### config.mk
export PLATFORM = sky130hd
export DESIGN_NAME = rr_access_arbiter_flat
export DESIGN_NICKNAME = d
export VERILOG_FILES = /design/src/rtl/rr_access_arbiter_pkg.sv /design/src/rtl/rr_access_arbiter_if.sv /design/src/rtl/rr_access_arbiter_rr_pick.sv /design/src/rtl/rr_access_arbiter.sv /design/src/flat_wrapper.sv
export SDC_FILE = /design/constraint.sdc
export NUM_CORES = 1
export LEC_CHECK = 0
export ABC_AREA = 1
export BUFFER_PORTS_ARGS = -buffer_cell sky130_fd_sc_hd__clkbuf_2
export CORE_ASPECT_RATIO = 0.5
export CORE_MARGIN = 5
export CORE_UTILIZATION = 25
export DETAILED_ROUTE_END_ITERATION = 16
export SLEW_MARGIN = 10
export SYNTH_ARGS = -nofsm -noshare
export SYNTH_HDL_FRONTEND = slang
export SYNTH_HIERARCHICAL = 1
export SYNTH_SLANG_ARGS = --single-unit
### constraint.sdc
create_clock -name clk -period 2.5 [get_ports clk]
set_input_delay 0.5 -clock clk [delete_from_list [all_inputs] [get_ports clk]]
set_output_delay 0.5 -clock clk [all_outputs]
set_load 0.02 [all_outputs]
### src/rtl/rr_access_arbiter_pkg.sv
// Shared types and helpers for the round-robin access arbiter.
// The watchdog counter width is derived here from TIMEOUT.
package arb_pkg;

    typedef enum logic [1:0] {
        ARB   = 2'b00,
        ISSUE = 2'b01,
        WAIT  = 2'b10
    } arb_state_e;

    // A zero-width counter is illegal, so a disabled watchdog still gets one bit.
    function automatic int cnt_width(input int timeout);
        return (timeout > 0) ? $clog2(timeout + 1) : 1;
    endfunction

endpackage

### src/rtl/rr_access_arbiter_if.sv
// Requester and target handshake bundle between the agents and the arbiter.
// The agents drive through master; the arbiter connects through slave.
interface rr_access_arbiter_if #(
    parameter int N = 4
);
    logic [N-1:0] req_i;
    logic [N-1:0] we_i;
    logic [N-1:0] gnt_o;
    logic [N-1:0] done_o;
    logic [N-1:0] err_o;
    logic         t_req;
    logic         t_we;
    logic         t_idle;
    logic         t_ack;

    modport master (
        output req_i, we_i, t_idle, t_ack,
        input  gnt_o, done_o, err_o, t_req, t_we
    );

    modport slave (
        input  req_i, we_i, t_idle, t_ack,
        output gnt_o, done_o, err_o, t_req, t_we
    );
endinterface

### src/rtl/rr_access_arbiter_rr_pick.sv
// Combinational round-robin picker.
// It returns the first set request scanning upward from i_ptr+1, wrapping modulo N.
module rr_pick #(
    parameter  int N  = 4,
    localparam int IW = $clog2(N)
) (
    input  logic [N-1:0]  i_req,
    input  logic [IW-1:0] i_ptr,
    output logic [N-1:0]  o_hot,
    output logic [IW-1:0] o_idx,
    output logic          o_vld
);
    int w_j;

    always_comb begin
        o_hot = '0;
        o_idx = '0;
        o_vld = 1'b0;
        w_j   = 0;
        for (int i = 1; i <= N; i++) begin
            w_j = (int'(i_ptr) + i) % N;
            if (!o_vld && i_req[w_j[IW-1:0]]) begin
                o_vld               = 1'b1;
                o_idx               = w_j[IW-1:0];
                o_hot[w_j[IW-1:0]] = 1'b1;
            end
        end
    end
endmodule

### src/rtl/rr_access_arbiter.sv
// Shares one req/we/ack target among N requesters with round-robin grants.
// Only one transaction is in flight at a time, and a watchdog aborts hung transactions.
module rr_access_arbiter
    import arb_pkg::*;
#(
    parameter  int N       = 4,
    parameter  int TIMEOUT = 16,
    localparam int CNT_W   = cnt_width(TIMEOUT),
    localparam int IW      = $clog2(N)
) (
    input  logic                 clk,
    input  logic                 resetn,
    rr_access_arbiter_if.slave   bus
);
    localparam logic [CNT_W-1:0] LP_CNT_LAST = CNT_W'((TIMEOUT > 0) ? TIMEOUT - 1 : 0);

    arb_state_e       r_state;
    logic [IW-1:0]    r_ptr;
    logic [IW-1:0]    r_idx;
    logic             r_we;
    logic [CNT_W-1:0] r_cnt;
    logic [N-1:0]     r_gnt;
    logic [N-1:0]     r_done;
    logic [N-1:0]     r_err;
    logic             r_treq;
    logic             r_twe;

    logic [N-1:0]     w_hot;
    logic [IW-1:0]    w_idx;
    logic             w_vld;
    logic             w_expire;

    rr_pick #(.N(N)) u_pick (
        .i_req (bus.req_i),
        .i_ptr (r_ptr),
        .o_hot (w_hot),
        .o_idx (w_idx),
        .o_vld (w_vld)
    );

    assign w_expire = (TIMEOUT != 0) && (r_cnt == LP_CNT_LAST);

    always_ff @(posedge clk or negedge resetn) begin
        if (!resetn) begin
            r_state <= ARB;
            r_ptr   <= IW'(N - 1);
            r_idx   <= '0;
            r_we    <= 1'b0;
            r_cnt   <= '0;
            r_gnt   <= '0;
            r_done  <= '0;
            r_err   <= '0;
            r_treq  <= 1'b0;
            r_twe   <= 1'b0;
        end else begin
            r_done <= '0;
            r_err  <= '0;
            unique case (r_state)
                ARB: begin
                    // A target that is not idle (for example, hung after an abort) blocks all grants.
                    if (w_vld && bus.t_idle) begin
                        r_idx   <= w_idx;
                        r_we    <= bus.we_i[w_idx];
                        r_gnt   <= w_hot;
                        r_state <= ISSUE;
                    end else begin
                        r_gnt <= '0;
                    end
                end
                ISSUE: begin
                    r_treq  <= 1'b1;
                    r_twe   <= r_we;
                    r_cnt   <= '0;
                    r_state <= WAIT;
                end
                WAIT: begin
                    r_treq <= 1'b0;
                    if (bus.t_ack || w_expire) begin
                        // If ack and expiry coincide, the ack takes priority.
                        if (bus.t_ack) r_done[r_idx] <= 1'b1;
                        else           r_err[r_idx]  <= 1'b1;
                        r_gnt   <= '0;
                        r_ptr   <= r_idx;
                        r_twe   <= 1'b0;
                        r_state <= ARB;
                    end else if (r_cnt != '1) begin
                        r_cnt <= r_cnt + 1'b1;
                    end
                end
                default: r_state <= ARB;
            endcase
        end
    end

    assign bus.gnt_o  = r_gnt;
    assign bus.done_o = r_done;
    assign bus.err_o  = r_err;
    assign bus.t_req  = r_treq;
    assign bus.t_we   = r_twe;
endmodule

### src/flat_wrapper.sv
// flat-port wrapper written by rule: the top's interface ports become plain ports
module rr_access_arbiter_flat import arb_pkg::*;
#(
    parameter  int N       = 4,
    parameter  int TIMEOUT = 16,
    localparam int CNT_W   = cnt_width(TIMEOUT),
    localparam int IW      = $clog2(N)
)
  (clk, resetn, bus_req_i, bus_we_i, bus_t_idle, bus_t_ack, bus_gnt_o, bus_done_o, bus_err_o, bus_t_req, bus_t_we);
  rr_access_arbiter_if #(.N(N)) bus_i ();
  input  logic clk;
  input  logic resetn;
  input wire logic [$bits(bus_i.req_i)-1:0] bus_req_i;
  input wire logic [$bits(bus_i.we_i)-1:0] bus_we_i;
  input wire logic [$bits(bus_i.t_idle)-1:0] bus_t_idle;
  input wire logic [$bits(bus_i.t_ack)-1:0] bus_t_ack;
  output wire logic [$bits(bus_i.gnt_o)-1:0] bus_gnt_o;
  output wire logic [$bits(bus_i.done_o)-1:0] bus_done_o;
  output wire logic [$bits(bus_i.err_o)-1:0] bus_err_o;
  output wire logic [$bits(bus_i.t_req)-1:0] bus_t_req;
  output wire logic [$bits(bus_i.t_we)-1:0] bus_t_we;
  assign bus_i.req_i = bus_req_i;
  assign bus_i.we_i = bus_we_i;
  assign bus_i.t_idle = bus_t_idle;
  assign bus_i.t_ack = bus_t_ack;
  assign bus_gnt_o = bus_i.gnt_o;
  assign bus_done_o = bus_i.done_o;
  assign bus_err_o = bus_i.err_o;
  assign bus_t_req = bus_i.t_req;
  assign bus_t_we = bus_i.t_we;
  rr_access_arbiter #(.N(N), .TIMEOUT(TIMEOUT)) u_core (.clk(clk), .resetn(resetn), .bus(bus_i));
endmodule
* Word level (Yosys, flattened, before mapping)
Index checks and enable logic that the tools add are counted.
** Word-level totals
- Bits in registers :: 26
- Logic and storage cells :: 109
- Input bits :: 12
- Output and inout bits :: 14
** Operators by class
- Magnitude comparators :: 11
- Add/sub/neg operators :: 5
- Bitwise logic cells :: 3
- Reduce and logical (&&, ||, !) cells :: 22
- Equality and inequality tests :: 8
- Multiplexer cells :: 50
** Operator list (count)
- $mux W4 :: 12
- $lt A2 B3 Y1 const B :: 6
- $mux W1 :: 15
- $mux W2 :: 6
- $or A4 B4 Y4 :: 3
- $bmux W1 S2 :: 5
- $demux W1 S2 :: 5
- $ge A2 B1 Y1 const B :: 5
- $mux W5 :: 2
- $pmux W5 S2 :: 1
- $reduce_and A2 Y1 :: 5
- $logic_and A1 B1 Y1 :: 9
- $pmux W4 S2 :: 1
- $ne A2 B1 Y1 const B :: 3
- $pmux W2 S3 :: 1
- $add A5 B1 Y5 const B :: 1
- $eq A5 B4 Y1 const B :: 1
- $ne A5 B5 Y1 const B :: 1
- $add A2 B1 Y2 const B :: 2
- $add A2 B2 Y2 const B :: 2
- $pmux W1 S2 :: 2
- $reduce_bool A2 Y1 :: 2
- $logic_not A1 Y1 :: 3
- $reduce_and A3 Y1 :: 1
- other kinds (5) :: 5

* Logic depth before layout (Yosys ltp)
Gate-level depths: netlist of run 1.
- Word-level depth :: 16
- Gate-level depth with buffers :: 15
- Mapped depth without buffers :: 15

* By module
Netlist of run 1, hierarchy kept.
** By module, submodules not included
- rr_access_arbiter :: area each 1214.9 um2, cells each 132, instances 1, sequential area each 653.1 um2
- rr_pick :: area each 457.9 um2, cells each 74, instances 1, sequential area each 0.0 um2

* Least setup slack after synthesis of run 1
OpenSTA, ideal clock, no wires.
- Path kind :: reg-to-reg
- Start :: register u_core.r_ptr[0]
- End :: register u_core.r_we
- Stages on the path, launching flop included :: 15
- Clock period less this slack :: 2052 ps
- Slack :: 448 ps
- Setup time :: 76 ps
- Arrival time :: 1976 ps
- Data required time :: 2424 ps
- Buffers on the path :: 0
- Cells stage by stage :: dfstp_2 > inv_2 > ha_1 > inv_1 > nand2_2 > nand2_2 > nor2_2 > nor2_1 > a21oi_2 > inv_1 > nand2_1 > nand3b_1 > nand2_1 > nand2_1 > o21ai_1
** On the way
- Word-level cells in the longest chain between the ends :: 15
- Elaborated cells on any way between the ends :: 30
- Those cells by class :: 4 x add/sub; 18 x mux; 8 x reduce/logical
** Ends and longest elaborated chain
- from (decl) :: line rr_access_arbiter.sv:18 : logic [IW-1:0] r_ptr;
- from (signal assigned) :: line rr_access_arbiter.sv:46 : r_ptr <= IW'(N - 1);
- from (signal assigned) :: line rr_access_arbiter.sv:83 : r_ptr <= r_idx;
- $add A2 B1 Y2 :: line rr_access_arbiter_rr_pick.sv:21 : w_j = (int'(i_ptr) + i) % N;
- $bmux W1 S2 :: line rr_access_arbiter_rr_pick.sv:22 : if (!o_vld && i_req[w_j[IW-1:0]]) begin
- $mux W1 (not written as such) :: line rr_access_arbiter_rr_pick.sv:22
- $mux W1 :: line rr_access_arbiter_rr_pick.sv:22
- $logic_not A1 Y1 :: line rr_access_arbiter_rr_pick.sv:22
- $logic_and A1 B1 Y1 :: line rr_access_arbiter_rr_pick.sv:22
- $mux W1 :: line rr_access_arbiter_rr_pick.sv:22
- $logic_not A1 Y1 :: line rr_access_arbiter_rr_pick.sv:22
- $logic_and A1 B1 Y1 :: line rr_access_arbiter_rr_pick.sv:22
- $mux W1 :: line rr_access_arbiter_rr_pick.sv:22
- $logic_not A1 Y1 :: line rr_access_arbiter_rr_pick.sv:22
- $logic_and A1 B1 Y1 :: line rr_access_arbiter_rr_pick.sv:22
- $mux W2 * :: line rr_access_arbiter_rr_pick.sv:22
- net u_core.w_idx[0] :: line rr_access_arbiter.sv:29 : logic [IW-1:0] w_idx;
- $bmux W1 S2 * :: line rr_access_arbiter.sv:63 : r_we <= bus.we_i[w_idx];
- $mux W1 (not written as such) * :: line rr_access_arbiter.sv:63
- to (signal assigned) :: line rr_access_arbiter.sv:63
- to (decl) :: line rr_access_arbiter.sv:20 : logic r_we;
The timed path passes the listed nets; every way through them passes the cells marked *. The select of a mux whose other input is x is not followed.
A chain may end at the register's enable or synchronous reset.

* Worst setup path in the final report of run 1
Ends and elaborated chain as after synthesis.

==> results of run 1 <==
==> metal layers <==
| layer | vias up | part of all wire (%) | wire length (um) | GRT usage [%] |
|---|---|---|---|---|
| met5 | - | 0 | 0 | 0 |
| met4 | 0 | 2.3 | 82 | 4.86 |
| met3 | 6 | 3.1 | 107 | 0.857 |
| met2 | 25 | 48 | 1690 | 15.8 |
| met1 | 647 | 46 | 1620 | 10.2 |
| li1 | 736 | - | - | - |
==> sequential cells by signal (all words and copies together) (netlist names) <==
signal             count
u_core/r_cnt           5
u_core/bus.done_o      4
u_core/bus.err_o       4
u_core/bus.gnt_o       4
u_core/r_idx           2
u_core/r_ptr           2
u_core/r_state         2
u_core/bus.t_req       1
u_core/bus.t_we        1
u_core/r_we            1
==> cells by family (layout without fill, tap and decap cells) <==
| family | Yosys count | after routing | synth area share (%) |
|---|---|---|---|
| AO/OA/AOI/OAI | 30 | 30 | 11.4 |
| buffers and inverters | 31 | 64 | 7.85 |
| flip-flops | 26 | 26 | 39.0 |
| adder cells (fa/ha/maj) | 14 | 14 | 10.5 |
| AND/OR/NAND/NOR | 105 | 105 | 31.2 |
==> Yosys cell counts <==
cell type | instances | area share (%)
inv_2 | 5 | 1.1
nand2_2 | 6 | 2.2
buf_6 | 1 | 0.67
nand4_1 | 7 | 2.6
inv_1 | 23 | 5.2
nor2_4 | 1 | 0.67
a21boi_0 | 4 | 1.8
a21oi_1 | 5 | 1.5
ha_1 | 14 | 10
o21ai_1 | 12 | 3.6
nand3_1 | 25 | 7.5
inv_6 | 1 | 0.52
nand2_1 | 44 | 9.9
nor2_1 | 13 | 2.9
o21ai_2 | 4 | 2.1
nand2_4 | 3 | 2.0
dfstp_2 | 2 | 3.1
a31oi_1 | 1 | 0.37
o21ai_4 | 1 | 0.97
a21oi_2 | 1 | 0.52
nor2_2 | 2 | 0.75
dfrtp_1 | 24 | 36
or2_2 | 1 | 0.37
o21ai_0 | 2 | 0.60
nand3b_1 | 1 | 0.45
inv_4 | 1 | 0.37
nand3_2 | 1 | 0.60
nor2_8 | 1 | 1.2
==> cell type report <==
| cell class | instances | area, um2 | area share, % |
|---|---|---|---|
| clock buffer | 3 | 75.1 | 3.67 |
| tap | 92 | 115 | 5.63 |
| inverter | 30 | 120 | 5.88 |
| multi-input combinational | 149 | 888 | 43.5 |
| timing repair buffer | 30 | 163 | 7.96 |
| clock inverter | 1 | 30.0 | 1.47 |
| sequential | 26 | 653 | 31.9 |
==> final timing paths <==
kind                                       from                 to  slack (ns)  cells past startpoint
worst min register to register  u_core/r_cnt[1]    u_core/r_cnt[1]        0.52                      2
max in group asynchronous                resetn  u_core/r_state[0]        1.83                      1
min in group clk                u_core/r_cnt[1]    u_core/r_cnt[1]        0.52                      2
worst max-delay path            u_core/r_ptr[0]        u_core/r_we        0.25                     14
worst max register to register  u_core/r_ptr[0]        u_core/r_we        0.25                     14
worst min-delay path                     resetn   u_core/bus.t_req        0.25                      1
==> critical path: cells and delay by family (launching register included) <==
kind	cells	cell delay [ns]
and+or+nand+nor	8	0.68
DFF	1	0.60
adders and majority gates	1	0.35
buffers and inverters	3	0.29
AOI/OAI and AO/OA	2	0.27
==> where the power goes <==
| group | internal, uW | switching (uW) |
|---|---|---|
| Combinational | 449 | 865 |
| Clock | 319 | 144 |
| Sequential | 536 | 81.0 |
| Total | 1300 | 1090 |
==> through the flow <==
| step | util (%) | instances |
|---|---|---|
| final | 31.0 | 331 |
| after global routing | 31.0 | 331 |
| after CTS | 30.4 | 326 |
| after detailed placement | 28.8 | 322 |
| after global placement | 28.8 | 322 |
| after floorplan | - | 206 |
==> impl_metrics.tcl, run 1 <==
set metrics [dict create \
    fin_ws_ns 0.254 \
    placement.cell_area_um2 1900 \
    final_skew_ns 0.00372 \
    first_pass_grt_wire_length_um 6080 \
    leakagePower_uw 0.00103 \
    final_design_area_no_fill_um2 2040 \
    netlist_instances 206 \
    cts_buffer_depth 2 \
    die-area_um2 8530 \
    initial_utilization_pct 25.4 \
    antennaDiodeCount 0 \
    whs_ns 0.253 \
    area_growth_pct 22.2 \
    cp_data_arrival_time_ns 2.44 \
    max_clock_freq_ghz 0.445 \
    post_cts_resize_count 0 \
    drt_wl_total_um 3500 \
    critical-path-slowest-cell "dfstp_2" \
    cell_area_synth_um2 1670 \
    finalMaxSlewViolations 0 \
    worst-path-max-fanout 10 \
    drt-wirelength-per-cell_um 10.6 \
    via_count 1414 \
    clk_latency_ns 0.26 \
    layout_commonest_cell "nand2_1" \
    drive_above_1_share_pct 26.8 \
    die_width_um 126 \
    preCtsSetupSlack_ns 0.201 \
    critical_path.max_stage_delay_ns 0.60 \
    numCtsBuffers 3 \
    io_buffer_count 25 \
    detailed_place_hpwl_um 2780 \
    critical_path_rt_ns 2.69 \
    final.setup.tns_ns 0 \
    drt_iter0_markers 83 \
    number_of_fill_cells_in_the_layout 689 \
    fp.coreArea_um2 6600 \
    grt_start_max_net_pins 27 \
    row_count 21 \
    firstDrtPassIters 5 \
    critPathKind "reg2reg" \
    num_io_pins 26 \
    final_antenna_net_count 0 \
    hold_viol 0 \
    cts.clk_slew.worst_paths_ns 0.06 \
    run_status "complete, no violations" \
    unrepaired_setup_endpoints_after_global_routing "no" \
    synth_area_per_cell_um2 8.12 \
    synth-seq-cells 26 \
    layout.nets 266 \
    vertical_extent_of_the_die_um 67.8 \
    clock_tree.root_cell "clkbuf_16" \
    setup_viol 0 \
    critical_path.cell_chain "inv_2 -> ha_1 -> inv_1 -> nand2_2 -> nand2_2 -> nor2_2 -> nor2_1 -> a21oi_2 -> inv_1 -> nand2_1 -> nand3b_1 -> nand2_1 -> nand2_1 -> o21ai_1" \
    power_density_nw_per_um2 1170 \
    synth_warn 6 \
    report.power.total_uw 2390 \
    post_synth_cell_types 28 \
    seq_area_frac_synth_pct 39.0 \
    grt_pass1_vias 1368 \
    tritoncts "yes" \
    clkSinkCount 26 \
    syn_nets 232 \
    h-tree-depth 1 \
    timing.slew.headroom_pct 57.0 \
    viasPerCell 4.27 \
    cts_hold_buf 0 \
    cap_violations 0 \
    critPathMostFrequentCell "nand2_1" \
    timing.final.crit_period_ns 2.25 \
    cts_post_setup_buffers_inserted 0 \
    worstMarginPinSlew_ns 0.645 \
    holdCritPathClass "in2async" \
    layout.cells.most_common_list "nand2_1 (44), clkbuf_2 (25), nand3_1 (25), dfrtp_1 (24), inv_1 (23)" \
    fin_crit_sh_pct 89.8 \
    drt_drc_violations_left 0 \
    initial_antenna_violation_count 0 \
    globalplace.congestion 0.824 \
    critical_path.startpoint_type "flop" \
    grt_util_all_layers_pct 8.60 \
    timing.critical_path.to_type "flop" \
    ir_worst_vdd_mv 0.241 \
    grt_overflow 0 \
]
Power figures use the tool's default switching activity.
==> run 2: changes to the inputs <==
Settings changed: CELL_PAD_IN_SITES_DETAIL_PLACEMENT set to 1, CELL_PAD_IN_SITES_GLOBAL_PLACEMENT set to 1, CORE_UTILIZATION 25 to 41, PLACE_DENSITY_LB_ADDON set to 0.1.
==> impl_metrics.tcl, run 2 (synthesized netlist as in run 1, its figures left out) <==
set metrics [dict create \
    run_status "complete, no violations" \
    use_met1_pct 19.3 \
    cp_data_arrival_time_ns 2.43 \
    fin_crit_sh_pct 89.3 \
    initial_antenna_violation_count 0 \
    drt_iter0_markers 41 \
    registers.top_by_ff_count "u_core/r_cnt" \
    cts_hold_buf 0 \
    final.setup.tns_ns 0 \
    final_cells 291 \
    detailed_place_hpwl_um 3100 \
    holdCritPathClass "in2async" \
    reg_to_reg_critical_path_endpoint "u_core/r_we" \
    h-tree-depth 1 \
    report.power.total_uw 2230 \
    layout_commonest_cell "nand2_1" \
    first_pass_grt_wire_length_um 6820 \
    area_growth_pct 15.5 \
    critical_path.max_stage_delay_ns 0.57 \
    worst-path-max-fanout 7 \
    gr-usage-met2_pct 29.4 \
    grt_use_met3_pct 2.38 \
    io_buffer_count 25 \
    row_count 16 \
    worstSetupStartpoint "u_core/r_ptr[1]" \
    grt_overflow 0 \
    gr_busiest_metal "met2" \
    unrepaired_setup_endpoints_after_global_routing "no" \
    placement.cell_area_um2 1860 \
    drive_above_1_share_pct 26.2 \
    initial_utilization_pct 42.6 \
    viasPerCell 4.97 \
    critical_path_rt_ns 2.70 \
    drt_wl_total_um 3880 \
    max_clock_freq_ghz 0.448 \
    path_delay_family "simple AND/OR/NAND/NOR gates" \
    leakagePower_uw 0.000999 \
    num_io_pins 26 \
    critical_path.cell_chain "inv_1 -> ha_1 -> inv_1 -> nand2_2 -> nand2_2 -> nor2_2 -> nor2_1 -> a21oi_2 -> inv_1 -> nand2_1 -> nand3_1 -> nand2_1 -> nand2_1 -> o21ai_1" \
    ir_worst_vdd_mv 0.529 \
    layout.cells.most_common_list "nand2_1 (44), clkbuf_2 (25), nand3_1 (25), dfrtp_1 (24), inv_1 (23)" \
    antennaDiodeCount 0 \
    tritoncts "yes" \
    whs_ns 0.248 \
    worstMarginPinSlew_ns 0.679 \
    clock_tree.root_cell "clkbuf_8" \
    worst-r2r-cell-count 14 \
    cts.clk_slew.worst_paths_ns 0.09 \
    grt_pass1_vias 1498 \
    firstDrtPassIters 4 \
    clkSinkCount 26 \
    final_antenna_net_count 0 \
    globalplace.congestion 0.807 \
    layout.nets 264 \
    buffering_stage_count_on_the_worst_path_with_inverters_included 3 \
    largest_register_ff_count 5 \
    drt-wirelength-per-cell_um 13.3 \
    via_count 1445 \
    critPathKind "reg2reg" \
    final_design_area_no_fill_um2 1930 \
    setup_viol 0 \
    placedCellCount 285 \
    timing.slew.headroom_pct 54.8 \
    finalMaxSlewViolations 0 \
    die_width_um 100 \
    drt_drc_violations_left 0 \
    timing.final.crit_period_ns 2.23 \
    post_cts_resize_count 0 \
    timing.critical_path.to_type "flop" \
    critical-path-slowest-cell "dfstp_2" \
    cts_buffer_depth 2 \
    clk_latency_ns 0.27 \
    fp.coreArea_um2 3920 \
    r2r_startpoint "u_core/r_ptr[1]" \
    grt_start_max_net_pins 27 \
    critical_path.startpoint_type "flop" \
    worstSetupEndpoint "u_core/r_we" \
    die-area_um2 5530 \
    numCtsBuffers 3 \
    worst-path-stages 14 \
    hold_viol 0 \
    vertical_extent_of_the_die_um 55.2 \
    grt_util_all_layers_pct 15.6 \
    r2r_slack_ns 0.27 \
    final_skew_ns 0.00670 \
    power_density_nw_per_um2 1150 \
    cap_violations 0 \
]
[run 2: cell types whose count changed in the layout (fill, tap and decap cells not counted)]
cell and delta:
clkbuf_16 -3, clkbuf_8 +4, bufinv_16 -1, buf_4 -2
[run 2: per-layer routing]
layer	wire, um	part of all wire, %	vias up
met3	102	2.6	4
met2	1840	47	17
met5	0	0	-
li1	-	-	729
met1	1900	49	695
met4	38	0.98	0
[run 2: timing repair]
item | in CTS | in global routing
endpoints found under the hold margin | 0 | 0
setup buffers | 0 | 2
setup endpoints to repair | 0 | 1
[run 2: through the flow]
stage | utilization, % | setup WS (ns)
finish | 49.2 | 0.267
global route | 49.2 | 0.0327
CTS | 48.9 | 0.169
floorplan | - | 0.448
global placement | 47.4 | 0.307
detailed placement | 47.4 | 0.198
[run 2: layout make-up]
cell class	count	area (um2)
Sequential cell	26	653
Inverter	30	120
Fill cell	489	1990
Clock buffer	4	55.1
Tap cell	54	67.6
Timing Repair Buffer	28	148
Multi-Input combinational cell	149	888
[run 2: worst min path at each step]
stage / from / to / slack [ns] / depth (start not counted)
after floorplan: resetn / u_core/bus.done_o[0] / 0.20 / 0
after global placement: u_core/r_cnt[3] / u_core/r_cnt[3] / 0.50 / 2
after detailed placement: u_core/r_state[0] / u_core/r_state[0] / 0.51 / 2
after CTS: resetn / u_core/bus.err_o[1] / 0.27 / 1
after global routing: resetn / u_core/bus.err_o[1] / 0.29 / 1
final: resetn / u_core/bus.err_o[1] / 0.25 / 1
[run 2: where the power goes]
part           total (uW)  switching, uW  internal [uW]
sequential            604           69.5            535
clock                 273            132            141
combinational        1350            910            439
total                2230           1110           1110
[run 2: worst register-to-register path, delay by kind of cell, from the launching register on]
kind                       cells  cell delay, ns
AOI/OAI and AO/OA              2            0.26
adders and majority gates      1            0.35
buffers and inverters          3            0.29
DFF                            1            0.57
and+or+nand+nor                8            0.69
==> run 3: changes to the inputs <==
Settings changed: CORE_UTILIZATION 41 to 30.
Clock period 2.5 ns to 1.8 ns, I/O delays scaled along.
==> impl_metrics.tcl, run 3 (synthesized netlist as in run 1, its figures left out) <==
set metrics [dict create \
    run_status "finished with violations" \
    violations "setup timing" \
    netSwitchingFraction_pct 46.5 \
    finalMaxSlewViolations 0 \
    clkSinkCount 26 \
    num_io_pins 26 \
    drt_drc_violations_left 0 \
    r2r_startpoint "u_core/r_ptr[0]" \
    vertical_extent_of_the_die_um 62.8 \
    grt_start_max_net_pins 27 \
    power_density_nw_per_um2 1740 \
    worst-r2r-cell-count 14 \
    fin_crit_sh_pct 108 \
    clk_latency_ns 0.27 \
    worstMarginPinSlew_ns 0.656 \
    worst-path-max-fanout 5 \
    clock_tree.root_cell "clkbuf_8" \
    critical_path.max_stage_delay_ns 0.60 \
    io_buffer_count 25 \
    drt-wirelength-per-cell_um 13.5 \
    fp.coreArea_um2 5440 \
    first_pass_grt_wire_length_um 7910 \
    report.power.total_uw 4040 \
    final.setup.tns_ns -0.584 \
    critical_path.cell_chain "inv_4 -> ha_4 -> inv_4 -> nand2_4 -> nand2_4 -> nor2_4 -> nor2_2 -> a21oi_2 -> inv_1 -> nand2_1 -> nand3b_1 -> nand2_1 -> nand2_1 -> o21ai_1" \
    p_comb_share_pct 69.8 \
    critical_path.startpoint_type "flop" \
    placedCellCount 323 \
    die_width_um 116 \
    power_report.internal_total_uw 2160 \
    max_clock_freq_ghz 0.513 \
    r2r_slack_ns -0.15 \
    largest_register_ff_count 5 \
    reg_to_reg_critical_path_endpoint "u_core/r_we" \
    h-tree-depth 1 \
    critPathMostFrequentCell "nand2_1" \
    grt_util_all_layers_pct 13.5 \
    final_cells 340 \
    ir_worst_vdd_mv 0.637 \
    die-area_um2 7260 \
    placement.cell_area_um2 2080 \
    grt_overflow 0 \
    hold_viol 0 \
    row_count 19 \
    setup_viol 7 \
    unrepaired_setup_endpoints_after_global_routing "yes" \
    seqPwrFrac_pct 20.7 \
    registers.top_by_ff_count "u_core/r_cnt" \
    timing.critical_path.to_type "flop" \
    globalplace.congestion 0.786 \
    antennaDiodeCount 0 \
    drive_above_1_share_pct 42.3 \
    firstDrtPassIters 3 \
    cts_buffer_depth 2 \
    drt_wl_total_um 4570 \
    fin_ws_ns -0.149 \
    viasPerCell 4.59 \
    number_of_fill_cells_in_the_layout 672 \
    final_design_area_no_fill_um2 2320 \
    layout.cells.most_common_list "nand2_1 (37), buf_4 (32), clkbuf_2 (25), dfrtp_1 (24), nand3_1 (21)" \
    grt_pass1_vias 1686 \
    drt_iter0_markers 34 \
    area_growth_pct 39.0 \
    numCtsBuffers 3 \
    psw_uw 1880 \
    via_count 1560 \
    cp_data_arrival_time_ns 2.16 \
    cap_violations 0 \
    critical_path_rt_ns 2.01 \
    detailed_place_hpwl_um 3550 \
    critical-path-slowest-cell "dfstp_2" \
    initial_utilization_pct 30.7 \
    timing.slew.headroom_pct 56.3 \
    final_skew_ns 0.00618 \
    leakagePower_uw 0.00119 \
    tritoncts "yes" \
    clock_power_share_pct 9.5 \
    initial_antenna_violation_count 0 \
    layout_commonest_cell "nand2_1" \
    final_antenna_net_count 0 \
    layout.nets 294 \
    timing.final.crit_period_ns 1.95 \
    critPathKind "reg2reg" \
    cts.clk_slew.worst_paths_ns 0.09 \
    cts_hold_buf 0 \
    holdCritPathClass "in2async" \
]
==> run 3: final cells by class <==
cell class | instances | area, um2 | area share (%)
clock buffers | 4 | 55.1 | 2.37
inverters | 30 | 125 | 5.38
multi-input cells | 149 | 1010 | 43.6
flip-flops and latches | 26 | 653 | 28.1
well taps | 73 | 91.3 | 3.93
repair buffers | 58 | 385 | 16.6
==> run 3: power groups by stage <==
stage	Clock, uW	Combinational [uW]	Sequential (uW)
6_report	382	2820	836
5_1_grt	423	3120	861
4_1_cts	398	2780	840
3_5_place_dp	0	2400	849
3_3_place_gp	0	2360	845
2_1_floorplan	0	1440	935
==> run 3: what timing repair did <==
item                                    in CTS  in global routing
buffers inserted                            10                  3
pin swaps                                   16                  3
resized for setup                           25                  5
gates cloned                                 0                  0
hold endpoints to repair                     0                  0
endpoints found under the setup margin       9                 15
==> run 3: worst max-delay path by stage <==
stage,slack [ns],startpoint,to,cells after the start
global route,-0.28,u_core/r_ptr[0],u_core/r_we,13
detailed placement,-0.19,u_core/r_ptr[0],u_core/r_we,13
global placement,-0.11,u_core/r_ptr[0],u_core/r_state[0],10
CTS,-0.12,u_core/r_ptr[0],u_core/r_we,14
finish,-0.15,u_core/r_ptr[0],u_core/r_we,14
floorplan,-0.13,u_core/r_ptr[0],u_core/r_we,14
==> run 3: critical path, delay by kind of cell, from the launching register on <==
kind	cells	cell delay (ns)
AOI/OAI and AO/OA	2	0.26
DFF	1	0.60
buffers and inverters	3	0.21
adders and majority gates	1	0.31
and+or+nand+nor	8	0.50
==> run 3: through the flow <==
stage | hold WS [ns] | setup WS [ns] | util (%)
after floorplan | 0.0644 | -0.131 | -
after global placement | 0.433 | -0.113 | 38.1
after detailed placement | 0.431 | -0.187 | 38.1
after CTS | 0.130 | -0.124 | 41.9
after global routing | 0.152 | -0.278 | 42.7
final | 0.100 | -0.149 | 42.7
==> run 3: routing by layer <==
metal	vias to the layer above	GRT usage, %	wire [um]
met1	739	17.3	2120
met4	0	3.95	125
met5	-	0	0
met3	10	2.22	105
met2	21	23.1	2220
li1	790	-	-
